`src/rtl/iomem_gpio_bank_pkg.sv`:
```
// Shared definitions for the iomem GPIO bank: register offsets, pin limit
// and the byte-strobe expansion helper.
package iomem_gpio_bank_pkg;

  // Word offsets decoded from iomem_addr[4:2].
  typedef enum logic [2:0] {
    GPIO_OFS_OUT     = 3'd0,
    GPIO_OFS_DIR     = 3'd1,
    GPIO_OFS_IN      = 3'd2,
    GPIO_OFS_RISE_EN = 3'd3,
    GPIO_OFS_FALL_EN = 3'd4,
    GPIO_OFS_STATUS  = 3'd5,
    GPIO_OFS_SET     = 3'd6,
    GPIO_OFS_CLR     = 3'd7
  } gpio_reg_e;

  localparam int GPIO_MIN_PINS = 1;
  localparam int GPIO_MAX_PINS = 32;

  // Expand the four byte strobes into a 32-bit bit mask.
  function automatic logic [31:0] strobe_mask(input logic [3:0] wstrb);
    logic [31:0] mask;
    mask = '0;
    for (int b = 0; b < 4; b++) begin
      mask[8*b +: 8] = {8{wstrb[b]}};
    end
    return mask;
  endfunction

endpackage

```
`src/rtl/iomem_gpio_bank_in_sync.sv`:
```
// Pad input synchroniser for the GPIO bank. Brings pin_di into the clk
// domain, keeps a one-cycle-delayed copy and reports rising/falling edges.
// Edges are masked until the chain and the delayed copy hold real samples,
// so pins that are already high when reset is released do not look like rises.
module iomem_gpio_bank_in_sync #(
  parameter int NUM_PINS    = 8,
  parameter int SYNC_STAGES = 2
) (
  input  logic                clk,
  input  logic                resetn,
  input  logic [NUM_PINS-1:0] pin_di,
  output logic [NUM_PINS-1:0] pin_sync,
  output logic [NUM_PINS-1:0] rise,
  output logic [NUM_PINS-1:0] fall
);

  // The counter saturates here; SYNC_STAGES is at most 4, so 3 bits suffice.
  localparam logic [2:0] ARM_COUNT = 3'(SYNC_STAGES + 1);

  logic [SYNC_STAGES-1:0][NUM_PINS-1:0] chain_q;
  logic [NUM_PINS-1:0]                  prev_q;
  logic [2:0]                           arm_cnt_q;
  logic                                 armed;

  // Synchroniser chain, delayed copy and post-reset arming counter.
  // NOTE: sequential state uses non-blocking assignments so every flop samples
  // the pre-edge value of its neighbour; blocking here would collapse the chain.
  always_ff @(posedge clk or negedge resetn) begin
    if (!resetn) begin
      chain_q   <= '0;
      prev_q    <= '0;
      arm_cnt_q <= '0;
    end else begin
      chain_q <= {chain_q[SYNC_STAGES-2:0], pin_di};
      prev_q  <= chain_q[SYNC_STAGES-1];
      if (!armed) begin
        arm_cnt_q <= arm_cnt_q + 3'd1;
      end
    end
  end

  assign armed    = (arm_cnt_q == ARM_COUNT);
  assign pin_sync = chain_q[SYNC_STAGES-1];
  assign rise     = armed ? (pin_sync & ~prev_q) : '0;
  assign fall     = armed ? (~pin_sync & prev_q) : '0;

endmodule

```
`src/rtl/iomem_gpio_bank.sv`:
```
// GPIO bank on the picosoc iomem bus: output data, direction, synchronised
// input read-back, atomic set/clear and sticky edge flags with a level irq.
// Pad cells live in the board top; this block only drives their D/OE nets.
module iomem_gpio_bank #(
  parameter int         NUM_PINS    = 8,
  parameter logic [7:0] BASE_ADDR   = 8'h09,
  parameter int         SYNC_STAGES = 2
) (
  input  logic                clk,
  input  logic                resetn,
  input  logic                iomem_valid,
  output logic                iomem_ready,
  input  logic [3:0]          iomem_wstrb,
  input  logic [31:0]         iomem_addr,
  input  logic [31:0]         iomem_wdata,
  output logic [31:0]         iomem_rdata,
  input  logic [NUM_PINS-1:0] pin_di,
  output logic [NUM_PINS-1:0] pin_do,
  output logic [NUM_PINS-1:0] pin_oe,
  output logic                irq
);

  import iomem_gpio_bank_pkg::*;

  if (NUM_PINS < GPIO_MIN_PINS || NUM_PINS > GPIO_MAX_PINS) begin : g_bad_num_pins
    $error("iomem_gpio_bank: NUM_PINS must be in 1..32");
  end
  if (SYNC_STAGES < 2 || SYNC_STAGES > 4) begin : g_bad_sync_stages
    $error("iomem_gpio_bank: SYNC_STAGES must be in 2..4");
  end

  typedef logic [NUM_PINS-1:0] pins_t;

  logic        decode;
  logic        wr_en;
  gpio_reg_e   ofs;
  logic [31:0] byte_mask;
  logic [31:0] rd_mux;
  pins_t       wmask;
  pins_t       wbits;
  pins_t       out_q, dir_q, rise_en_q, fall_en_q, status_q;
  pins_t       out_d, status_clr;
  pins_t       pin_sync, rise, fall, edge_set;
  logic        unused_bits;

  // A request is taken only while no acknowledge is outstanding, which makes
  // a held request complete every other cycle.
  assign decode    = iomem_valid && !iomem_ready && (iomem_addr[31:24] == BASE_ADDR);
  assign wr_en     = decode && (iomem_wstrb != 4'b0000);
  assign ofs       = gpio_reg_e'(iomem_addr[4:2]);
  assign byte_mask = strobe_mask(iomem_wstrb);
  assign wmask     = byte_mask[NUM_PINS-1:0];
  assign wbits     = iomem_wdata[NUM_PINS-1:0] & wmask;

  // Address bits outside the decode and data bits above NUM_PINS are ignored.
  assign unused_bits = ^{iomem_addr[23:5], iomem_addr[1:0], iomem_wdata, byte_mask};

  iomem_gpio_bank_in_sync #(
    .NUM_PINS   (NUM_PINS),
    .SYNC_STAGES(SYNC_STAGES)
  ) u_in_sync (
    .clk     (clk),
    .resetn  (resetn),
    .pin_di  (pin_di),
    .pin_sync(pin_sync),
    .rise    (rise),
    .fall    (fall)
  );

  // Enables are the registered (pre-edge) values, so an enable written on
  // the same edge as a detected edge still uses its old setting.
  assign edge_set = (rise & rise_en_q) | (fall & fall_en_q);

  // Next OUT value from OUT/SET/CLR writes and the W1C mask for STATUS.
  // NOTE: every variable gets a default before the case so no latch is inferred
  // on the paths that do not assign it.
  always_comb begin
    out_d      = out_q;
    status_clr = '0;
    if (wr_en) begin
      case (ofs)
        GPIO_OFS_OUT:    out_d      = (out_q & ~wmask) | wbits;
        GPIO_OFS_SET:    out_d      = out_q | wbits;
        GPIO_OFS_CLR:    out_d      = out_q & ~wbits;
        GPIO_OFS_STATUS: status_clr = wbits;
        default:         ;
      endcase
    end
  end

  // Read-back mux; bits at and above NUM_PINS read as zero.
  always_comb begin
    rd_mux = '0;
    case (ofs)
      GPIO_OFS_OUT:     rd_mux = 32'(out_q);
      GPIO_OFS_DIR:     rd_mux = 32'(dir_q);
      GPIO_OFS_IN:      rd_mux = 32'(pin_sync);
      GPIO_OFS_RISE_EN: rd_mux = 32'(rise_en_q);
      GPIO_OFS_FALL_EN: rd_mux = 32'(fall_en_q);
      GPIO_OFS_STATUS:  rd_mux = 32'(status_q);
      default:          rd_mux = '0;
    endcase
  end

  // Control/status registers; a new edge beats a W1C of the same bit.
  always_ff @(posedge clk or negedge resetn) begin
    if (!resetn) begin
      out_q     <= '0;
      dir_q     <= '0;
      rise_en_q <= '0;
      fall_en_q <= '0;
      status_q  <= '0;
    end else begin
      out_q    <= out_d;
      status_q <= (status_q & ~status_clr) | edge_set;
      if (wr_en && ofs == GPIO_OFS_DIR) begin
        dir_q <= (dir_q & ~wmask) | wbits;
      end
      if (wr_en && ofs == GPIO_OFS_RISE_EN) begin
        rise_en_q <= (rise_en_q & ~wmask) | wbits;
      end
      if (wr_en && ofs == GPIO_OFS_FALL_EN) begin
        fall_en_q <= (fall_en_q & ~wmask) | wbits;
      end
    end
  end

  // One-cycle acknowledge with read data captured on the same edge.
  always_ff @(posedge clk or negedge resetn) begin
    if (!resetn) begin
      iomem_ready <= 1'b0;
      iomem_rdata <= '0;
    end else begin
      iomem_ready <= decode;
      iomem_rdata <= decode ? rd_mux : '0;
    end
  end

  assign pin_do = out_q;
  assign pin_oe = dir_q;
  assign irq    = |status_q;

endmodule
```
`config.mk`:
```
export PLATFORM = sky130hd
export DESIGN_NAME = iomem_gpio_bank
export DESIGN_NICKNAME = d
export VERILOG_FILES = /design/src/rtl/iomem_gpio_bank_pkg.sv /design/src/rtl/iomem_gpio_bank_in_sync.sv /design/src/rtl/iomem_gpio_bank.sv
export SDC_FILE = /design/constraint.sdc
export NUM_CORES = 1
export LEC_CHECK = 0
export BUFFER_PORTS_ARGS = -buffer_cell sky130_fd_sc_hd__buf_4
export CORE_ASPECT_RATIO = 0.6
export CORE_MARGIN = 2
export CORE_UTILIZATION = 49
export DETAILED_ROUTE_END_ITERATION = 8
export PLACE_DENSITY = 0.91
export SETUP_SLACK_MARGIN = 0.1
export SLEW_MARGIN = 20
export SYNTH_ARGS = -nofsm -noshare
export SYNTH_HDL_FRONTEND = slang
export SYNTH_SLANG_ARGS = --single-unit
```
`constraint.sdc`:
```
create_clock -name clk -period 2.2 [get_ports clk]
set_input_delay 0.22 -clock clk [delete_from_list [all_inputs] [get_ports clk]]
set_output_delay 0.22 -clock clk [all_outputs]
set_load 0.02 [all_outputs]
```
# After elaboration in Yosys (flattened, before gate mapping)

Index checks and enable logic that the tools add are counted.

Reductions and logical operators: 12
Mux-type cells: 7
$add $sub $neg: 1
Bitwise gates (word level): 23
Equal/unequal tests: 9

Operators with widths:

| operator                                             | number |
|---|---|
| AND 8 bit                                            | 11 |
| OR 8 bit                                             | 7 |
| one-hot mux 8 bit (6 select lines)                   | 1 |
| inverter 8 bit                                       | 5 |
| 2-to-1 mux 32 bit                                    | 1 |
| 2-to-1 mux 8 bit                                     | 4 |
| one-hot mux 8 bit (3 select lines)                   | 1 |
| equality test 3 bit (second input constant)          | 4 |
| equality test 3 x 2 -> 1 bit (second input constant) | 3 |
| equality test 8 x 4 -> 1 bit (second input constant) | 1 |
| OR reduction 8 bit                                   | 1 |
| logical AND 1 bit                                    | 6 |
| nonzero test 4 bit                                   | 1 |
| adder 3 x 1 -> 3 bit (second input constant)         | 1 |
| equality test 3 x 1 -> 1 bit (second input constant) | 1 |
| zero test 3 bit                                      | 1 |
| nonzero test 3 bit                                   | 1 |
| AND reduction 2 bit                                  | 1 |
| zero test 1 bit                                      | 1 |

Register bits: 100
Output and inout port bits: 50
Word-level logic and storage cells: 63
Bits of input ports: 79

# Depth between registers and ports, before layout

Gate-level depths: netlist (run 1).

Depth after elaboration: 8
Depth in mapped cells: 6
Gate-level depth less buffers: 5

# Hierarchy

From an unflattened synthesis (run 1), not the netlist that was laid out.

Cells, all modules: 302
Area, all modules: 3602.2 µm²

Modules (own cells, without submodules):

| module                  | times used | cells an instance | sequential area each (µm²) | area each (µm²) |
|---|---|---|---|---|
| iomem_gpio_bank         | 1          | 235               | 1226.2                     | 2646.3 |
| iomem_gpio_bank_in_sync | 1          | 67                | 675.6                      | 955.9 |

# Worst setup path after synthesis (run 1)

OpenSTA, ideal clock, no wires.

Path type: reg-to-reg
Start point: register iomem_ready
End point: register (tool-made name)
Setup time: 125 ps
Data arrival time: 1679 ps
Slack: 396 ps
Stages on the path, launching flop included: 7
Required time: 2075 ps
Period minus slack after synthesis: 1804 ps
Path buffers: 1
Cells stage by stage: dfrtp_1 -> and4bb_2 -> nand3_2 -> inv_1 -> and4_1 -> buf_4 -> mux2_2

RTL lines:

| item                   | line                   | text |
|---|---|---|
| start, declared        | iomem_gpio_bank.sv:12  | `output logic iomem_ready,` |
| start signal, assigned | iomem_gpio_bank.sv:134 | `iomem_ready <= decode;` |

==> results of run 1 <==
[synthesized netlist by cell type, types with 2 or more instances]
library cell  number
inv_1              4
nor4_1             2
a21oi_1            8
dfrtp_1           76
o22a_1             2
nand3b_1           9
mux4_2             5
nor2_1            12
ha_1               2
a22oi_1            9
o21ai_0           18
o21ai_2            8
buf_4             27
buf_2              2
and4_1             2
o31ai_1            8
mux2_2            35
clkbuf_1           4
nand2_1           34
[kinds of logic (layout without fill, tap and decap cells)]
group,after synthesis,count (layout)
buffers and inverters,39,96
and+or+nand+nor,71,71
muxes,41,41
AOI/OAI and AO/OA,56,56
xor gates and xnor gates,1,1
DFF,76,76
other,1,24
adders and majority gates,2,2
[worst max path at each step]
stage | slack (ps) | depth (start not counted) | to
final | 300 | 6 | flip-flop
after global routing | 230 | 6 | flip-flop
after CTS | 300 | 6 | flip-flop
after detailed placement | 280 | 7 | flip-flop
after global placement | 320 | 7 | flip-flop
after floorplan | 400 | 6 | flip-flop
[per-layer routing]
layer	GRT usage, %	vias up	part of all wire (%)
li1	-	1132	-
met1	29.2	1285	42
met2	34.1	139	47
met3	8.04	12	9.6
met4	5.96	0	1.3
met5	0	-	0
[critical path, delay by kind of cell, from the launching register on]
kind	cells	cell delay [ps]
AND/OR/NAND/NOR	3	720
flip-flops	1	370
buffers and inverters	2	340
multiplexers	1	350
[cells in the final DEF, fill, tap and decap left out, types with 4 or more instances in the layout]
master / synthesis / layout
a21oi_1: 8 / 8
a22oi_1: 9 / 9
buf_4: 27 / 66
clkbuf_16: 0 / 9
conb_1: 1 / 24
dfrtp_1: 76 / 76
dlygate4sd3_1: 0 / 9
inv_1: 4 / 4
mux2_2: 35 / 35
mux4_2: 5 / 5
nand2_1: 34 / 34
nand3b_1: 9 / 9
nor2_1: 12 / 12
o21ai_0: 18 / 18
o21ai_2: 8 / 8
o31ai_1: 8 / 8
[timing repair]
action	in CTS	in global routing
endpoints found under the hold margin	43	0
hold buffers	9	0
setup buffers	0	0
[power by group]
| part | internal, mW | switching (mW) | total, mW |
|---|---|---|---|
| Sequential | 1.43 | 0.0168 | 1.44 |
| Clock | 1.02 | 0.538 | 1.55 |
| Combinational | 0.0996 | 0.151 | 0.251 |
| Total | 2.54 | 0.706 | 3.25 |
[metrics by stage]
| stage | hold slack (ps) | setup slack, ps | util, % | instance area (µm²) |
|---|---|---|---|---|
| after floorplan | -75.6 | 396 | - | 3570 |
| after global placement | 200 | 322 | 58.5 | 3960 |
| after detailed placement | 204 | 276 | 58.5 | 3960 |
| after CTS | 146 | 301 | 64.5 | 4360 |
| after global routing | 144 | 232 | 64.5 | 4360 |
| final | 164 | 296 | 64.5 | 4360 |
[final cells by class]
type / count / area share, %
clock buffer: 11 / 5.56
timing repair buffer: 77 / 14.3
clock inverter: 4 / 1.69
inverter: 4 / 0.344
sequential: 76 / 43.6
multi-input combinational: 195 / 32.0
tap: 87 / 2.49
==> flow_summary.ini, run 1 <==
[status]
status = finished clean

[min_path]
hp-start = iomem_wdata[7]
hold_path_depth = 2
min_path_type = in2reg

[floorplanning]
die_x_um = 113
start_util_pct = 51.5
rows = 23
ios = 129
die_h_um = 69.3
die_area_um2 = 7810
core_area_um2 = 6760

[cts]
insertion_delay_ps = 330
cts-resized-gates = 0
root_buffer = clkbuf_16
cts.sinks = 76
cts_tree = yes
cts_buffers = 9
cts.path.max_buffers = 2
htree_levels = 3
clk_pin_slew_ps = 60

[logic_synthesis]
synth_top_family_by_area = multiplexers
synthTopCellsByArea = dfrtp_1 (55%), mux2_2 (11%), buf_4 (5.8%)
synth-compound-area-share_pct = 10.7
yosysTopAreaCell = dfrtp_1
synth-xor-area-share_pct = 0.252
synthesis.instances = 287
synthAdderAreaFrac_pct = 0.719
synth-edff-count = 0
async_reset_ff_share_pct = 100
ys_seq_area_share_pct = 54.7
synth-seq-cells = 76
yosys_warnings = 0
yosys.area_share.simple_pct = 11.0
synth_flop_cell = dfrtp_1
netlist_area_um2 = 3480
muxShareOfSynthArea_pct = 14.9
synth_area_per_cell_um2 = 12.1
synth_top_area_share_pct = 54.7
synth.distinct_cells = 39

[grt]
antenna_found_initial = 0
grt_start_max_net_pins = 42
track_usage_pct = 21.9
grt_pass1_wl_mm = 13.0
grt-ovfl-total = 0
grt_pass1_vias = 2555

[setup_path]
cpPeakStageDelay_ps = 370
cp_slowest_cell = dfrtp_1
reg2reg_depth = 6
worstPathMaxFanout = 6
rrSetupSlack_ps = 300
worstSetupEndpointType = flip-flop
cp.arrival_ps = 2120
crit_path_start = iomem_ready$_DFF_PN0_
cp-start-kind = flip-flop
worstPathRequired_ps = 2410
crit_chain = and4bb_2, nand3_2, inv_1, and4_1, buf_4, mux2_2
crit_type = reg2reg
worstReg2RegStart = iomem_ready$_DFF_PN0_

[cells_and_area]
area.growth.synth_to_final_pct = 25.4
nNetsFinal = 444
seq_area_um2 = 1900
multi_input_area_um2 = 1400
drive_above_1_share_pct = 37.1
diodes = 0
nFillCells = 530
stdcell_count = 454

[placed_design]
dpl.cell_count = 430
port_buffers = 59
dp_hpwl_mm = 5.88
place.gp.congestion = 0.923

[route]
drt-wirelength-per-cell_um = 18.2
antenna_left = 0
routed_wl_mm = 8.27
drc_errors = 0
vias = 2568
first_pass_iters = 5
drtIter0Drc = 168
vias_per_cell = 5.66

[timing]
tns_ps = 0
max-slew-margin-rel_pct = 52.6
finalHoldViolCount = 0
post-route-min-period_ps = 1900
tightestPinTransition_ps = 710
setup_viol = 0
finalCritPeriodShare_pct = 86.6
skew_ps = 4.07
fmax_mhz = 525
rsz0062_at_grt = no
drv_slew = 0

[pwr]
p_leak_nw = 2.01
ir_drop_uv = 543
p_total_mw = 3.25
power_density_nw_per_um2 = 744

[run]
drv_cap = 0
No activity file was read; power rests on OpenSTA's default activity.
==> run 2, diff against run 1 <==
--- a/config.mk
+++ b/config.mk
@@ -5,10 +5,11 @@
 export SDC_FILE = /design/constraint.sdc
 export NUM_CORES = 1
 export LEC_CHECK = 0
+export ABC_AREA = 1
 export BUFFER_PORTS_ARGS = -buffer_cell sky130_fd_sc_hd__buf_4
 export CORE_ASPECT_RATIO = 0.6
 export CORE_MARGIN = 2
-export CORE_UTILIZATION = 49
+export CORE_UTILIZATION = 50
 export DETAILED_ROUTE_END_ITERATION = 8
 export PLACE_DENSITY = 0.91
 export SETUP_SLACK_MARGIN = 0.1
==> run 2 against run 1 <==
Effect of this change: the run now ends with DRC left; synthesized cell count grew 87%; highest routed layer unchanged; worst setup slack gained 230 ps; register-to-register slack gained 230 ps; final cell count grew 57%; first-iteration DRC count grew 120%; clock power is essentially flat.
==> flow_summary.ini, run 2 <==
[status]
status = complete, but fails checks
violations = DRC

[route]
met2WireLength_mm = 4.82
drtIter0Drc = 377
routed_wl_mm = 11.2
drt-met1-wl_mm = 4.87
maxUsedRoutingLayer = met4
met3_length_mm = 1.33
first_pass_iters = 9
drc_errors = 1
drt-wirelength-per-cell_um = 15.8
vias = 3862
antenna_left = 0
vias_per_cell = 5.42

[logic_synthesis]
synthTopCellsByCount = nand2_1 (153), inv_1 (85), dfrtp_1 (76)
synth-seq-cells = 76
synth-edff-count = 0
synth.distinct_cells = 26
synthesis.instances = 536
synthTopCellsByArea = dfrtp_1 (47%), nand2_1 (14%), nand4_1 (8.6%)
yosysTopAreaCell = dfrtp_1
synth_area_per_cell_um2 = 7.62
post-synth-top-count-cell = nand2_1
yosys_warnings = 0
synth_flop_cell = dfrtp_1
netlist_area_um2 = 4090
async_reset_ff_share_pct = 100
synth_top_area_share_pct = 46.5
ys_seq_area_share_pct = 46.5

[grt]
grt_pass1_vias = 3563
antenna_found_initial = 0
grt_pass1_wl_mm = 17.6
grt_start_max_net_pins = 77
track_usage_pct = 26.2
grt-ovfl-total = 0

[floorplanning]
start_util_pct = 51.6
die_area_um2 = 8940
die_h_um = 74.0
ios = 129
rows = 25
core_area_um2 = 7910
die_x_um = 121

[timing]
finalCritPeriodShare_pct = 76.3
tightestPinTransition_ps = 544
post-route-min-period_ps = 1680
tns_ps = 0
fmax_mhz = 596
rsz0062_at_grt = no
max-slew-margin-rel_pct = 63.8
finalHoldViolCount = 0
setup_viol = 0
skew_ps = 8.17
drv_slew = 0

[cells_and_area]
layout_commonest_cell = nand2_1
layout_common_cells = nand2_1 (153), inv_1 (85), dfrtp_1 (76)
drive_above_1_share_pct = 15.4
diodes = 0
stdcell_area_um2 = 4930
nNetsFinal = 681
area.growth.synth_to_final_pct = 20.7

[cts]
cts-resized-gates = 0
cts_tree = yes
clk_pin_slew_ps = 60
cts_buffers = 9
cts.path.max_buffers = 2
root_buffer = clkbuf_16
cts.sinks = 76
insertion_delay_ps = 340
htree_levels = 3

[min_path]
min_path_type = in2reg
hp-start = iomem_wdata[7]
hold_path_depth = 5

[pwr]
ir_drop_uv = 380
power_density_nw_per_um2 = 665
p_leak_nw = 2.56

[setup_path]
cp.arrival_ps = 1910
rrSetupSlack_ps = 520
worstSetupEndpointType = flip-flop
worstReg2RegEnd = pin_do[7]$_DFFE_PN0P_
worstReg2RegStart = iomem_ready$_DFF_PN0_
reg2reg_depth = 7
cp-start-kind = flip-flop
crit_chain = inv_1, nand4_1, nor2_4, buf_12, nand4_1, nand2_1, nand2_1
worstPathMaxFanout = 37
cp_slowest_cell = nand4_1
cpPeakStageDelay_ps = 380
worstPathRequired_ps = 2430
crit_type = reg2reg

[placed_design]
place.gp.congestion = 0.965
dp_hpwl_mm = 8.03
dpl_cell_area_um2 = 4530
port_buffers = 59

[run]
drv_cap = 0
run 2: kinds of logic after synthesis:
family,Yosys count,share of synthesized area [%]
AOI/OAI and AO/OA,42,5.21
xor gates and xnor gates,1,0.214
adders and majority gates,2,0.612
buffers and inverters,130,14.8
DFF,76,46.5
muxes,1,0.276
other,1,0.0918
and+or+nand+nor,283,32.2
run 2: area by class of cell:
type / instances / area, µm²
clock inverters: 7 / 82.6
fillers: 695 / 2980
clock buffers: 9 / 225
well taps: 108 / 135
flip-flops and latches: 76 / 1900
repair buffers: 72 / 588
inverters: 88 / 330
multi-input cells: 353 / 1670
run 2: worst max-delay path, delay by kind of cell (launching register included):
kind | cells | cell delay, ps
flops | 1 | 370
buf+inv | 2 | 280
simple gates | 5 | 920
run 2: timing repair:
item | 4_1_cts | 5_1_grt
endpoints found under the hold margin | 84 | 0
buffers inserted | 0 | 0
hold buffers | 9 | 0
run 2: per-layer routing:
layer | global-route usage (%) | vias to the layer above
li1 | - | 1796
met1 | 35.8 | 1801
met2 | 38.9 | 240
met3 | 10.6 | 25
met4 | 7.36 | 0
met5 | 0 | -
run 2: how the worst max path moves through the flow:
stage	start	to	slack, ps	cells past startpoint
2_1_floorplan	iomem_ready$_DFF_PN0_	pin_do[0]$_DFFE_PN0P_	810	6
3_3_place_gp	iomem_addr[4]	flip-flop	520	8
3_5_place_dp	iomem_addr[4]	flip-flop	480	8
4_1_cts	status_q[6]$_DFF_PN0_	irq	590	3
5_1_grt	iomem_ready$_DFF_PN0_	pin_do[7]$_DFFE_PN0P_	410	7
6_report	iomem_ready$_DFF_PN0_	pin_do[7]$_DFFE_PN0P_	520	7
run 2: metrics by stage:
step | setup WS (ps) | util [%] | power (mW) | hold WS (ps) | instances
after CTS | 586 | 62.3 | 3.29 | 242 | 713
after floorplan | 807 | - | 1.67 | -75.6 | 559
after global routing | 408 | 62.3 | 3.40 | 278 | 713
final | 521 | 62.3 | 3.28 | 257 | 713
after global placement | 522 | 57.3 | 1.75 | 265 | 688
after detailed placement | 484 | 57.3 | 1.76 | 274 | 688
run 2: where the power goes:
| part | internal [mW] | switching (mW) |
|---|---|---|
| registers | 1.42 | 0.0169 |
| clock network | 0.895 | 0.623 |
| logic | 0.0977 | 0.221 |
==> run 3, diff against run 2 <==
--- a/config.mk
+++ b/config.mk
@@ -9,9 +9,9 @@
 export BUFFER_PORTS_ARGS = -buffer_cell sky130_fd_sc_hd__buf_4
 export CORE_ASPECT_RATIO = 0.6
 export CORE_MARGIN = 2
-export CORE_UTILIZATION = 50
+export CORE_UTILIZATION = 46
 export DETAILED_ROUTE_END_ITERATION = 8
-export PLACE_DENSITY = 0.91
+export PLACE_DENSITY = 0.88
 export SETUP_SLACK_MARGIN = 0.1
 export SLEW_MARGIN = 20
 export SYNTH_ARGS = -nofsm -noshare
==> constraint.sdc (replaced) <==
create_clock -name clk -period 1.5 [get_ports clk]
set_input_delay 0.15 -clock clk [delete_from_list [all_inputs] [get_ports clk]]
set_output_delay 0.15 -clock clk [all_outputs]
set_load 0.02 [all_outputs]
==> run 3 against run 2 <==
Effect of this change: the run now ends clean; count of clock-buffer cells in the layout is 1 higher; sequential cell count stayed put; clock skew is 0.63 ps higher; via count is 7.3% higher; routed wire length is 11% higher; worst hold slack worse by 85 ps; utilization is 1.8 points higher; critical path type is now reg2out; largest power group unchanged.
==> flow_summary.ini, run 3 (synthesis gave the netlist of run 2 again) <==
[cts]
clk_pin_slew_ps = 60
htree_levels = 3
cts_buffers = 9
cts.sinks = 76
insertion_delay_ps = 350
cts_tree = yes
cts.path.max_buffers = 2
root_buffer = clkbuf_16

[route]
routed_wl_mm = 12.5
vias = 4143
drt-wirelength-per-cell_um = 16.5
first_pass_iters = 5
drtIter0Drc = 530
antenna_left = 0
drc_errors = 0
vias_per_cell = 5.48

[timing]
setup_viol = 0
drv_slew = 0
fmax_mhz = 670
skew_ps = 8.80
post-route-min-period_ps = 1490
tns_ps = 0
rsz0062_at_grt = yes
finalHoldViolCount = 0
finalCritPeriodShare_pct = 99.5

[cells_and_area]
diodes = 0
layout_commonest_cell = nand2_1
nNetsFinal = 720
area.growth.synth_to_final_pct = 34.3
stdcell_area_um2 = 5490
layout_common_cells = nand2_1 (120), buf_4 (88), inv_1 (82)
drive_above_1_share_pct = 27.2
fin_util_pct = 64.1

[min_path]
min_path_type = in2reg
hold_path_depth = 5
hp-start = iomem_wdata[6]

[setup_path]
worstSetupEndpointType = primary output
cp-start-kind = flip-flop
reg2reg_depth = 9
worstPathMaxFanout = 2
rrSetupSlack_ps = 40
worstPathRequired_ps = 1350
worstReg2RegStart = iomem_ready$_DFF_PN0_
crit_chain = nor4_4, nand2_2, buf_6
path_delay_family = simple AND/OR/NAND/NOR gates
cp.arrival_ps = 1340
worstReg2RegEnd = status_q[5]$_DFF_PN0_
cp_slowest_cell = dfrtp_1
crit_path_start = status_q[3]$_DFF_PN0_
path_buf_inv = 1
crit_type = reg2out
cpPeakStageDelay_ps = 410

[grt]
track_usage_pct = 25.9
grt_start_max_net_pins = 32
grt-ovfl-total = 0
grt_pass1_wl_mm = 19.4
grt_pass1_vias = 3917
antenna_found_initial = 0

[floorplanning]
die_area_um2 = 9680
start_util_pct = 47.8
ios = 129
core_area_um2 = 8560
die_h_um = 77.0
rows = 26
die_x_um = 126

[pwr]
p_leak_nw = 2.82
ir_drop_uv = 674
power_density_nw_per_um2 = 887

[placed_design]
dp_hpwl_mm = 8.72
place.gp.congestion = 1.01
port_buffers = 59
dpl_cell_area_um2 = 4730

[status]
status = finished clean

[run]
drv_cap = 0
==> run 3: cell types whose count changed in the layout (fill, tap and decap cells not counted), sizes merged <==
cell | before | now
buf | 63 | 101
clkinvlp | 2 | 3
inv | 91 | 90
clkinv | 1 | 0
clkbuf | 9 | 11
==> run 3: layout make-up <==
cell class	instances	area, µm²
Sequential cell	76	1900
Timing Repair Buffer	111	977
Fill cell	713	3070
Inverter	88	330
Clock buffer	10	239
Multi-Input combinational cell	353	1830
Clock inverter	6	70.1
Tap cell	112	140
==> run 3: worst reg2reg max path, delay by kind of cell (launching register included) <==
kind | cells | cell delay [ps]
AND/OR/NAND/NOR | 5 | 530
buffers and inverters | 4 | 450
flip-flops | 1 | 380
==> run 3: worst max-delay path by stage <==
stage | slack (ps) | end | cells past startpoint
CTS | -40 | irq | 3
finish | 7 | irq | 3
detailed placement | -130 | iomem_rdata[5]$_DFF_PN0_ | 6
global route | -60 | irq | 3
global placement | -60 | iomem_rdata[5]$_DFF_PN0_ | 6
floorplan | 110 | pin_do[0]$_DFFE_PN0P_ | 6
==> run 3: routing by layer <==
| metal | routed length [µm] | track usage (%) | vias to the layer above |
|---|---|---|---|
| met1 | 5120 | 35.6 | 1978 |
| met4 | 209 | 8.56 | 0 |
| li1 | - | - | 1881 |
| met5 | 0 | 0 | - |
| met3 | 1610 | 9.21 | 27 |
| met2 | 5530 | 38.3 | 257 |
==> run 3: where the power goes <==
part | switching [mW] | total (mW) | internal, mW
logic | 0.343 | 0.526 | 0.182
clock network | 0.886 | 2.23 | 1.34
registers | 0.0239 | 2.11 | 2.09
==> run 3: metrics by stage <==
stage | hold WS [ps] | total power [mW] | setup WS (ps) | cells
floorplan | -146 | 2.45 | 107 | 559
global placement | 40.2 | 2.61 | -62.2 | 716
detailed placement | 48.5 | 2.62 | -131 | 716
CTS | 156 | 4.88 | -38.1 | 751
global route | 178 | 5.04 | -56.8 | 756
finish | 172 | 4.87 | 6.87 | 756
==> run 3: timing repair <==
item                                   4_1_cts  5_1_grt
endpoints found under the hold margin       56        0
setup buffers                                9        4
pin swaps                                    4       27
resized for setup                           12       49
hold buffers                                 9        0
cloned                                       1        1
setup endpoints to repair                   29       43
